[src/rtl/uart_pkg.sv]
`default_nettype none
// ============================================================================
//  Module      : uart_pkg
//  Description : Shared definitions for the UART receive path: deframer
//                state encoding, parity mode constants, oversampling ratio
//                and the baud tick divisor helper.
//  Revision    : 1.0  initial release
// ============================================================================
package uart_pkg;

    localparam int unsigned OVERSAMPLE = 16;

    localparam int unsigned PAR_NONE = 0;
    localparam int unsigned PAR_EVEN = 1;
    localparam int unsigned PAR_ODD  = 2;

    typedef enum logic [2:0] {
        ST_IDLE   = 3'd0,
        ST_START  = 3'd1,
        ST_DATA   = 3'd2,
        ST_PARITY = 3'd3,
        ST_STOP   = 3'd4,
        ST_BREAK  = 3'd5
    } rx_state_t;

    // Rounded clocks-per-oversample-tick: round(clk_hz / (baud * OVERSAMPLE)).
    function automatic int unsigned uart_div(input int unsigned clk_hz,
                                             input int unsigned baud);
        return (clk_hz + (baud * OVERSAMPLE) / 2) / (baud * OVERSAMPLE);
    endfunction

endpackage
`default_nettype wire

[src/rtl/sync_fifo.sv]
`default_nettype none
// ============================================================================
//  Module      : sync_fifo
//  Description : First-word-fall-through synchronous FIFO. Head entry is
//                always visible on o_pop_data (zero when empty). A push while
//                full is accepted only if a pop happens in the same cycle.
//                i_flush empties the FIFO and overrides any same-cycle push.
//  Ports       : clk, rst_n          clock, async active-low reset
//                i_push, i_push_data write strobe and data
//                i_pop               consume head (ignored when empty)
//                i_flush             synchronous empty
//                o_pop_data          head entry
//                o_valid             FIFO non-empty
//                o_count             occupancy, 0..DEPTH
//  Revision    : 1.0  initial release
// ============================================================================
module sync_fifo #(
    parameter int unsigned WIDTH = 8,
    parameter int unsigned DEPTH = 16
) (
    input  logic                       clk,
    input  logic                       rst_n,
    input  logic                       i_push,
    input  logic [WIDTH-1:0]           i_push_data,
    input  logic                       i_pop,
    input  logic                       i_flush,
    output logic [WIDTH-1:0]           o_pop_data,
    output logic                       o_valid,
    output logic [$clog2(DEPTH):0]     o_count
);

    localparam int unsigned c_AW = $clog2(DEPTH);
    localparam int unsigned c_CW = c_AW + 1;

    logic [WIDTH-1:0] r_mem [DEPTH];
    logic [c_AW-1:0]  r_wr_ptr;
    logic [c_AW-1:0]  r_rd_ptr;
    logic [c_CW-1:0]  r_count;

    logic w_full;
    logic w_do_pop;
    logic w_do_push;

    assign o_valid   = (r_count != '0);
    assign w_full    = (r_count == c_CW'(DEPTH));
    assign w_do_pop  = i_pop && o_valid && !i_flush;
    // When full, a same-cycle pop frees the slot being written.
    assign w_do_push = i_push && (!w_full || w_do_pop) && !i_flush;

    always_ff @(posedge clk or negedge rst_n) begin
        if (!rst_n) begin
            r_wr_ptr <= '0;
            r_rd_ptr <= '0;
            r_count  <= '0;
        end else if (i_flush) begin
            r_wr_ptr <= '0;
            r_rd_ptr <= '0;
            r_count  <= '0;
        end else begin
            if (w_do_push) r_wr_ptr <= r_wr_ptr + 1'b1;
            if (w_do_pop)  r_rd_ptr <= r_rd_ptr + 1'b1;
            if (w_do_push && !w_do_pop)      r_count <= r_count + 1'b1;
            else if (w_do_pop && !w_do_push) r_count <= r_count - 1'b1;
        end
    end

    always_ff @(posedge clk) begin
        if (w_do_push) r_mem[r_wr_ptr] <= i_push_data;
    end

    assign o_pop_data = o_valid ? r_mem[r_rd_ptr] : '0;
    assign o_count    = r_count;

endmodule
`default_nettype wire

[src/rtl/uart_rx_buffered.sv]
`default_nettype none
// ============================================================================
//  Module      : uart_rx_buffered
//  Description : Oversampling UART receiver with configurable character
//                width, parity and stop bits. Deframed characters are tagged
//                with parity/framing error flags and queued in a FWFT FIFO
//                drained over a valid/ready handshake.
//  Ports       : clk, rst_n     clock, async active-low reset
//                rx             asynchronous serial line, idle high
//                clear          clears overrun/frame_count, flushes FIFO
//                rx_data/perr/ferr/valid, rx_ready   head entry handshake
//                overrun        sticky: frame dropped on full FIFO
//                fifo_count     FIFO occupancy
//                frame_count    frames completed since reset/clear
//  Revision    : 1.0  initial release
// ============================================================================
module uart_rx_buffered
    import uart_pkg::*;
#(
    parameter int unsigned CLK_HZ     = 100_000_000,
    parameter int unsigned BAUD       = 19200,
    parameter int unsigned DATA_BITS  = 8,
    parameter int unsigned PARITY     = 0,
    parameter int unsigned STOP_BITS  = 1,
    parameter int unsigned FIFO_DEPTH = 16
) (
    input  logic                          clk,
    input  logic                          rst_n,
    input  logic                          rx,
    input  logic                          clear,
    output logic [DATA_BITS-1:0]          rx_data,
    output logic                          rx_perr,
    output logic                          rx_ferr,
    output logic                          rx_valid,
    input  logic                          rx_ready,
    output logic                          overrun,
    output logic [$clog2(FIFO_DEPTH):0]   fifo_count,
    output logic [15:0]                   frame_count
);

    localparam int unsigned c_DIV       = uart_div(CLK_HZ, BAUD);
    localparam int unsigned c_TW        = $clog2(c_DIV + 1);
    localparam int unsigned c_CW        = $clog2(FIFO_DEPTH) + 1;
    localparam logic [c_TW-1:0] c_TICK_LAST = c_TW'(c_DIV - 1);
    localparam logic [3:0] c_LAST_DATA  = 4'(DATA_BITS - 1);
    localparam logic [3:0] c_LAST_STOP  = 4'(STOP_BITS - 1);

    // Synchroniser and edge detect
    logic r_rx_meta, r_rx_sync, r_rx_prev;

    always_ff @(posedge clk or negedge rst_n) begin
        if (!rst_n) begin
            r_rx_meta <= 1'b1;
            r_rx_sync <= 1'b1;
            r_rx_prev <= 1'b1;
        end else begin
            r_rx_meta <= rx;
            r_rx_sync <= r_rx_meta;
            r_rx_prev <= r_rx_sync;
        end
    end

    // Free-running oversample tick
    logic [c_TW-1:0] r_tick_cnt;
    logic            w_tick;

    assign w_tick = (r_tick_cnt == c_TICK_LAST);

    always_ff @(posedge clk or negedge rst_n) begin
        if (!rst_n)      r_tick_cnt <= '0;
        else if (w_tick) r_tick_cnt <= '0;
        else             r_tick_cnt <= r_tick_cnt + 1'b1;
    end

    // Deframer
    rx_state_t              r_state, w_state_nxt;
    logic [3:0]             r_phase;
    logic [3:0]             r_bit_cnt;
    logic [DATA_BITS-1:0]   r_shift;
    logic                   r_perr, r_ferr;

    logic w_mid, w_ferr_final, w_par_exp;
    logic w_phase_clr, w_frame_start, w_cnt_clr;
    logic w_shift_en, w_par_en, w_stop_en, w_commit;

    // Phase wraps 15 -> 0 every 16 ticks, so phase 15 is one bit after the
    // mid-start-bit point where the phase was cleared.
    assign w_mid        = w_tick && (r_phase == 4'd15);
    assign w_ferr_final = r_ferr || !r_rx_sync;
    assign w_par_exp    = (PARITY == PAR_ODD) ? ~(^r_shift) : (^r_shift);

    always_comb begin
        w_state_nxt   = r_state;
        w_phase_clr   = 1'b0;
        w_frame_start = 1'b0;
        w_cnt_clr     = 1'b0;
        w_shift_en    = 1'b0;
        w_par_en      = 1'b0;
        w_stop_en     = 1'b0;
        w_commit      = 1'b0;
        case (r_state)
            ST_IDLE: begin
                if (r_rx_prev && !r_rx_sync) begin
                    w_state_nxt = ST_START;
                    w_phase_clr = 1'b1;
                end
            end
            ST_START: begin
                if (w_tick && (r_phase == 4'd7)) begin
                    if (r_rx_sync) begin
                        w_state_nxt = ST_IDLE;
                    end else begin
                        w_state_nxt   = ST_DATA;
                        w_phase_clr   = 1'b1;
                        w_frame_start = 1'b1;
                        w_cnt_clr     = 1'b1;
                    end
                end
            end
            ST_DATA: begin
                if (w_mid) begin
                    w_shift_en = 1'b1;
                    if (r_bit_cnt == c_LAST_DATA) begin
                        w_cnt_clr   = 1'b1;
                        w_state_nxt = (PARITY != PAR_NONE) ? ST_PARITY : ST_STOP;
                    end
                end
            end
            ST_PARITY: begin
                if (w_mid) begin
                    w_par_en    = 1'b1;
                    w_state_nxt = ST_STOP;
                end
            end
            ST_STOP: begin
                if (w_mid) begin
                    w_stop_en = 1'b1;
                    if (r_bit_cnt == c_LAST_STOP) begin
                        w_commit    = 1'b1;
                        w_state_nxt = w_ferr_final ? ST_BREAK : ST_IDLE;
                    end
                end
            end
            ST_BREAK: begin
                if (r_rx_sync) w_state_nxt = ST_IDLE;
            end
            default: w_state_nxt = ST_IDLE;
        endcase
    end

    always_ff @(posedge clk or negedge rst_n) begin
        if (!rst_n) r_state <= ST_IDLE;
        else        r_state <= w_state_nxt;
    end

    always_ff @(posedge clk or negedge rst_n) begin
        if (!rst_n) begin
            r_phase   <= '0;
            r_bit_cnt <= '0;
            r_shift   <= '0;
            r_perr    <= 1'b0;
            r_ferr    <= 1'b0;
        end else begin
            if (w_phase_clr)  r_phase <= '0;
            else if (w_tick)  r_phase <= r_phase + 1'b1;

            if (w_cnt_clr)                      r_bit_cnt <= '0;
            else if (w_shift_en || w_stop_en)   r_bit_cnt <= r_bit_cnt + 1'b1;

            // LSB arrives first, so shift in from the top.
            if (w_shift_en) r_shift <= {r_rx_sync, r_shift[DATA_BITS-1:1]};

            if (w_frame_start)  r_perr <= 1'b0;
            else if (w_par_en)  r_perr <= (r_rx_sync != w_par_exp);

            if (w_frame_start)                  r_ferr <= 1'b0;
            else if (w_stop_en && !r_rx_sync)   r_ferr <= 1'b1;
        end
    end

    // Buffering and status
    logic [DATA_BITS+1:0] w_head;
    logic                 w_pop, w_full;

    assign w_pop  = rx_valid && rx_ready;
    assign w_full = (fifo_count == c_CW'(FIFO_DEPTH));

    sync_fifo #(
        .WIDTH (DATA_BITS + 2),
        .DEPTH (FIFO_DEPTH)
    ) u_fifo (
        .clk         (clk),
        .rst_n       (rst_n),
        .i_push      (w_commit),
        .i_push_data ({w_ferr_final, r_perr, r_shift}),
        .i_pop       (w_pop),
        .i_flush     (clear),
        .o_pop_data  (w_head),
        .o_valid     (rx_valid),
        .o_count     (fifo_count)
    );

    assign {rx_ferr, rx_perr, rx_data} = w_head;

    always_ff @(posedge clk or negedge rst_n) begin
        if (!rst_n) begin
            overrun     <= 1'b0;
            frame_count <= '0;
        end else if (clear) begin
            overrun     <= 1'b0;
            frame_count <= '0;
        end else begin
            if (w_commit)                      frame_count <= frame_count + 16'd1;
            if (w_commit && w_full && !w_pop)  overrun     <= 1'b1;
        end
    end

endmodule
`default_nettype wire

[config.mk]
export PLATFORM = sky130hd
export DESIGN_NAME = uart_rx_buffered
export DESIGN_NICKNAME = d
export VERILOG_FILES = /design/src/rtl/uart_pkg.sv /design/src/rtl/sync_fifo.sv /design/src/rtl/uart_rx_buffered.sv
export SDC_FILE = /design/constraint.sdc
export NUM_CORES = 1
export LEC_CHECK = 0
export BUFFER_PORTS_ARGS = -buffer_cell sky130_fd_sc_hd__clkbuf_2
export CAP_MARGIN = 15
export CORE_UTILIZATION = 53
export CTS_CLUSTER_SIZE = 14
export DETAILED_ROUTE_END_ITERATION = 7
export PLACE_DENSITY_LB_ADDON = 0.1
export SYNTH_ARGS = -nofsm -noshare
export SYNTH_HDL_FRONTEND = slang
export SYNTH_SLANG_ARGS = --single-unit
export TNS_END_PERCENT = 100
[constraint.sdc]
create_clock -name clk -period 4.43 [get_ports clk]
set_input_delay 0.886 -clock clk [delete_from_list [all_inputs] [get_ports clk]]
set_output_delay 0.886 -clock clk [all_outputs]
set_load 0.02 [all_outputs]
==> results of run 1 <==
## through the flow
stage          util, %  instance area [um^2]  power [mW]  worst slack, ns  hold slack, ns
4_1_cts           62.5                 11000        4.94            0.463           0.360
3_3_place_gp      58.1                 10200        3.01            0.918           0.351
3_5_place_dp      58.1                 10200        3.02            0.835           0.354
6_report          62.5                 11000        4.89            0.543           0.353
2_1_floorplan        -                  9660        2.84             1.18           0.345
5_1_grt           62.5                 11000        5.07            0.364           0.362
## cell usage after synthesis, drive strengths merged
cell type and number:
nand2b 3, and3 8, mux2i 5, inv 11, o21ai 10, nor3 6
mux2 10, nor2 60, nand3b 2, nand3 25, ha 15, xnor2 21
dfrtp 60, and2 3, and4 2, or2 1, mux4 50, o211ai 1
buf 11, edfxtp 160, nand4b 5, nand4 9, clkbuf 14, fa 1
nand4bb 2, xnor3 1, xor2 16, o22ai 1, or3 5, nor4 2
nand2 19, o21a 1, a21oi 20, or4 3, a41oi 1, a21o 2
a31oi 1, dfstp 3, o31ai 6, or3b 4, nor2b 12, nor3b 4
## where the power goes
group	leakage [nW]	switching, mW	internal [mW]
clock	0.371	0.765	1.16
sequential	2.67	0.103	2.25
combinational	1.29	0.330	0.283
## state kept, by name, summed over array words and instances (netlist names)
name / count
r_tick_cnt: 9
r_rx_meta: 1
u_fifo.r_mem: 160
r_shift: 8
r_bit_cnt: 4
r_perr: 1
r_rx_prev: 1
r_rx_sync: 1
overrun: 1
frame_count: 16
u_fifo.r_wr_ptr: 4
u_fifo.r_rd_ptr: 4
r_phase: 4
r_state: 3
u_fifo.o_count: 5
r_ferr: 1
## area by class of cell
| type | count | area (um^2) | area share, % |
|---|---|---|---|
| Clock buffer | 28 | 614 | 5.61 |
| Inverter | 11 | 41.3 | 0.377 |
| Tap cell | 225 | 282 | 2.57 |
| Sequential cell | 223 | 6390 | 58.3 |
| Timing Repair Buffer | 59 | 375 | 3.43 |
| Multi-Input combinational cell | 337 | 3110 | 28.4 |
| Clock inverter | 13 | 146 | 1.34 |
## layer usage
layer / vias up / global-route usage (%) / part of all wire (%)
met3: 31 / 3.48 / 4.6
met5: - / 0 / 0
met4: 0 / 5.68 / 2.2
met2: 108 / 36.9 / 51
met1: 2702 / 27.9 / 42
li1: 2397 / - / -
## logic make-up (layout without fill, tap and decap cells)
| kind of cell | after synthesis | count (layout) | synth area share (%) |
|---|---|---|---|
| compound gates | 43 | 43 | 2.71 |
| xor+xnor | 38 | 38 | 3.59 |
| fa+ha+maj | 16 | 16 | 2.15 |
| buf+inv | 36 | 111 | 1.67 |
| flops | 223 | 223 | 66.1 |
| mux | 65 | 65 | 13.3 |
| simple gates | 175 | 175 | 10.4 |
## worst max-delay path: cells and delay by family, from the launching register on
| kind | cells | cell delay (ns) |
|---|---|---|
| and+or+nand+nor | 1 | 0.14 |
| muxes | 2 | 1.01 |
| DFF | 1 | 0.78 |
| buffers and inverters | 2 | 0.56 |
## worst max path at each step
stage / slack, ns / end
finish: 0.54 / rx_data[5]
global route: 0.36 / rx_data[2]
CTS: 0.46 / rx_data[5]
detailed placement: 0.83 / u_fifo.o_count[4]
global placement: 0.92 / u_fifo.o_count[4]
floorplan: 1.18 / u_fifo.o_count[4]
==> impl_results.md, run 1 <==
* Maximum vdd drop at ~0.38 mV
* Post-CTS Setup Inserts at 0
* Endpoint class of the critical path: output pin
* Sum Neg Setup Slack at 0 ns
* Final Critical Period at between 3 and 4 ns
* Fin cells at ~900
* Worst slew pin tran at ~1.0 ns
* Hold path cells at 0
* Hold WC Path Type: reg2reg
* Cells after synthesis at just under 600
* Total GRT Usage at 21.3%
* Clock-pin slew on the worst setup and hold paths at 0.06 ns
* Critical-path cell list: buf_4 -> mux4_2 -> mux4_2 -> nor2b_1 -> clkbuf_2
* Hold Vio Cnt, Final at 0
* Final HPWL DP at around 12 mm
* Pwr Density at ~450 mW/mm^2
* Largest net degree at the start of global routing at 42
* Hold_buf cts at 0
* Syn_nets at between 600 and 700
* FF-to-FF setup slack at 1.02 ns
* DP Cell Count at between 800 and 900
* Fmax at approximately 260 MHz
* Top cell type's share of synthesized area at around half
* CP max-delay cell: dfrtp_2
* Drt drc at 0
* Site row count at 48
* Port bufs at 37
* Setup crit start: u_fifo.r_rd_ptr[0]
* Layout cells sized above 1 at approximately 26%
* Max stage delay on crit path at between 0.7 and 0.8 ns
* Hold EP: r_rx_sync
* Synthesized flop and latch total at between 200 and 250
* Drt total wl at between 15 and 20 mm
* Hold_sp: r_rx_meta
* # IOs at 38
* Register area share after synthesis at between 60% and 70%
* CP arrival at around 3 ns
* Startpoint types: flop
* Final setup vio count at 0
* RSZ-0062 raised after global routing: no
* Clk_skew at between 0.02 and 0.025 ns
* R2R depth at 11
* Synth area leader: edfxtp_1
* Post-cts gate resize count at 0
* CTS root buffer: clkbuf_16
* Synthesis Warnings at 0
* Initial Utilization at between 50% and 60%
* Mapped Area at roughly 0.0097 mm^2
* Syn-to-layout area delta at 13.4%
* Antenna viol nets, final at 0
* First-pass GRT wire length at between 20 and 30 mm
* Most frequent cells in the layout: edfxtp_1, nor2_1, dfrtp_1
* Nets at between 600 and 700
* Leakage Power at between 4 and 5 nW
* Status: complete, no violations
* Post-synth cell types at 55
* Core ar. at roughly 0.018 mm^2
* Via count at around 5200
* Die ar. at around 0.019 mm^2
* Synth area leaders: edfxtp_1, dfrtp_1, mux4_2
* Violation count after the first detailed-routing iteration at a little under 300
* RD Place Congestion at ~0.85
* CTS tree: built
* CTS Buf Count at 23
* Avg WL per Cell at around 21 um
* Slew Limit Fails at 0
* Chip width at between 100 and 150 um
* Diodes inserted at 0
* Crit-path max FO at 18
* Reg2Reg Capture Point: u_fifo.o_count[4]
* CTS Sinks at between 200 and 250
* Max cap viols at 0
* Max-slew headroom at approximately a third
* Crit Path Class: reg2out
* DR vias/cell at 5.85
* R2R Path Start: r_bit_cnt[0]
* Clock buffer depth at 3
* Mean Syn Cell Area at ~16 um^2
* Critical Path Most Common Cell: mux4_2
* Crit path required time at 3.54 ns
* Worst-Skew Late Latency at a little over 0.5 ns
* Initial antenna violation count at 0
* Fill cells at around 1300
* Drt first pass iters at 4
* Leading cell type in the layout, fill and taps excluded: edfxtp_1
* Die Y at roughly 140 um
* Grt ovf at 0
* Tcrit/Tclk final at between 80% and 90%
* Vias in the first global route at 5455
* H-tree levels at 1
Power figures use the tool's default switching activity.
==> run 2: changes to the inputs <==
==> constraint.sdc (replaced) <==
create_clock -name clk -period 4.43 [get_ports clk]
set_input_delay 0.6645 -clock clk [delete_from_list [all_inputs] [get_ports clk]]
set_output_delay 0.6645 -clock clk [all_outputs]
set_load 0.02 [all_outputs]
==> run 2 against run 1 <==
Effect of this change:
- worst setup slack better by 0.35 ns
- highest routed layer unchanged
- power down 4.2%
- utilization down 0.86 points
- via count down 0.48%
==> impl_results.md, run 2 (synthesis results as in run 1) <==
* Hold Vio Cnt, Final at 0
* Violation count after the first detailed-routing iteration at between 200 and 300
* Sw Share at between 20 and 30%
* Hold WC Path Type: in2reg
* Diodes inserted at 0
* Clk_skew at ~0.018 ns
* Crit-path max FO at 10
* Layout cells sized above 1 at 24.1%
* Clock-pin slew on the worst setup and hold paths at around 0.060 ns
* Slew Limit Fails at 0
* Max-slew headroom at about 28%
* Seq pwr share at 49.1%
* Leading cell type in the layout, fill and taps excluded: edfxtp_1
* CTS tree: built
* Largest regs: u_fifo.r_mem (160), frame_count (16), r_tick_cnt (9)
* CTS root buffer: clkbuf_16
* Post-cts gate resize count at 0
* Startpoint types: flop
* H-tree levels at 1
* Fin cells at a little under 900
* Most flops, register: u_fifo.r_mem
* Fill cells at 1350
* Status: complete, no violations
* Fmax at roughly 280 MHz
* Endpoint class of the critical path: flop
* CTS Buf Count at 23
* DR vias/cell at roughly 5.9
* Worst slew pin tran at between 1 and 1.5 ns
* Clock group share of total power at around 37%
* Hold_ws at 0.237 ns
* Clock buffer depth at 3
* Die ar. at about 0.019 mm^2
* Area of the multi-input gates at 0.00311 mm^2
* Nets at ~670
* First-pass GRT wire length at about 31 mm
* Max reg flops at 160
* Initial antenna violation count at 0
* RD Place Congestion at approximately 0.84
* Post-CTS Setup Inserts at 0
* Core ar. at 0.0175 mm^2
* Antenna viol nets, final at 0
* Maximum vdd drop at approximately 0.37 mV
* Initial Utilization at a little under three fifths
* Sw Pwr at roughly 1.2 mW
* Via count at 5213
* Final Critical Period at 3.54 ns
* CP arrival at around 3.9 ns
* Leakage Power at around 4.3 nW
* Max cap viols at 0
* Most frequent cells in the layout: edfxtp_1, nor2_1, dfrtp_1
* Grt ovf at 0
* Port bufs at 37
* Final core utilization at slightly above 60%
* Final setup vio count at 0
* Pwr Density at 434 mW/mm^2
* Final HPWL DP at around 12 mm
* CTS Sinks at 223
* Tcrit/Tclk final at 79.9%
* Power consumption at 4.69 mW
* Drt first pass iters at 4
* Site row count at between 40 and 50
* Largest net degree at the start of global routing at 44
* Vias in the first global route at approximately 5500
* Syn-to-layout area delta at 11.9%
* Total GRT Usage at 22.2%
* RSZ-0062 raised after global routing: no
* Sum Neg Setup Slack at 0 ns
* Die Y at 137 um
* Drt drc at 0
* Sequential Area at roughly 0.0064 mm^2
* Chip width at 137 um
* Avg WL per Cell at roughly 22 um
* Power share of the combinational group at between 10% and 20%
* # IOs at 38
* Pint at between 3 and 4 mW
* Drt total wl at 19.5 mm
* DP Cell Count at 850
* Worst-Skew Late Latency at between 0.5 and 0.6 ns
* Crit Path Class: reg2reg
* Hold_buf cts at 0
* Crit path required time at a little under 5 ns
## run 2: cell types whose count changed in the layout (fill, tap and decap cells not counted), sizes merged
cell / before / now
buf: 23 / 18
bufinv: 3 / 0
clkbuf: 64 / 66
clkinv: 7 / 9
clkinvlp: 2 / 0
## run 2: power groups by stage
stage          logic, mW  registers (mW)  clock network [mW]
2_1_floorplan      0.507            2.34                   0
3_3_place_gp       0.668            2.34                   0
3_5_place_dp       0.672            2.34                   0
4_1_cts            0.675            2.30                1.77
5_1_grt            0.726            2.31                1.83
6_report           0.657            2.30                1.73
## run 2: worst max-delay path: stages (launching register included)
cell,delay (ns)
dfrtp_1,0.40
inv_1,0.06
ha_1,0.18
nand4bb_4,0.19
nor3_4,0.48
nand4_2,0.30
or2_2,0.42
fa_1,0.43
a21o_1,0.20
a21oi_1,0.19
mux2i_1,0.23
mux2_1,0.34
## run 2: worst paths after layout
kind | start | end | slack (ns) | cells after the start
worst max-delay path | r_tick_cnt[1] | u_fifo.o_count[4] | 0.89 | 11
worst min-delay path | rx | r_rx_meta | 0.24 | 1
worst max register to register | r_tick_cnt[1] | u_fifo.o_count[4] | 0.89 | 11
worst min register to register | r_rx_meta | r_rx_sync | 0.36 | 0
max in group asynchronous | rst_n | r_rx_sync | 3.21 | 2
min in group asynchronous | rst_n | u_fifo.o_count[3] | 0.29 | 1
## run 2: final cells by class
class                           instances  area share (%)
Sequential cell                       223            59.1
Multi-Input combinational cell        337            28.8
Clock buffer                           30            5.57
Timing Repair Buffer                   54            3.01
Tap cell                              225            2.61
Clock inverter                         10           0.544
Inverter                               11           0.382
## run 2: routing by layer
| layer | vias up | track usage, % | part of all wire [%] |
|---|---|---|---|
| li1 | 2386 | - | - |
| met1 | 2686 | 29.6 | 44 |
| met2 | 106 | 37.5 | 50 |
| met3 | 35 | 3.44 | 3.6 |
| met4 | 0 | 7.08 | 2.7 |
| met5 | - | 0 | 0 |
## run 2: stage by stage
stage / area [um^2] / worst slack, ns
after floorplan: 9660 / 1.25
after global placement: 10100 / 1.05
after detailed placement: 10100 / 0.880
after CTS: 10800 / 0.870
after global routing: 10800 / 0.683
final: 10800 / 0.889
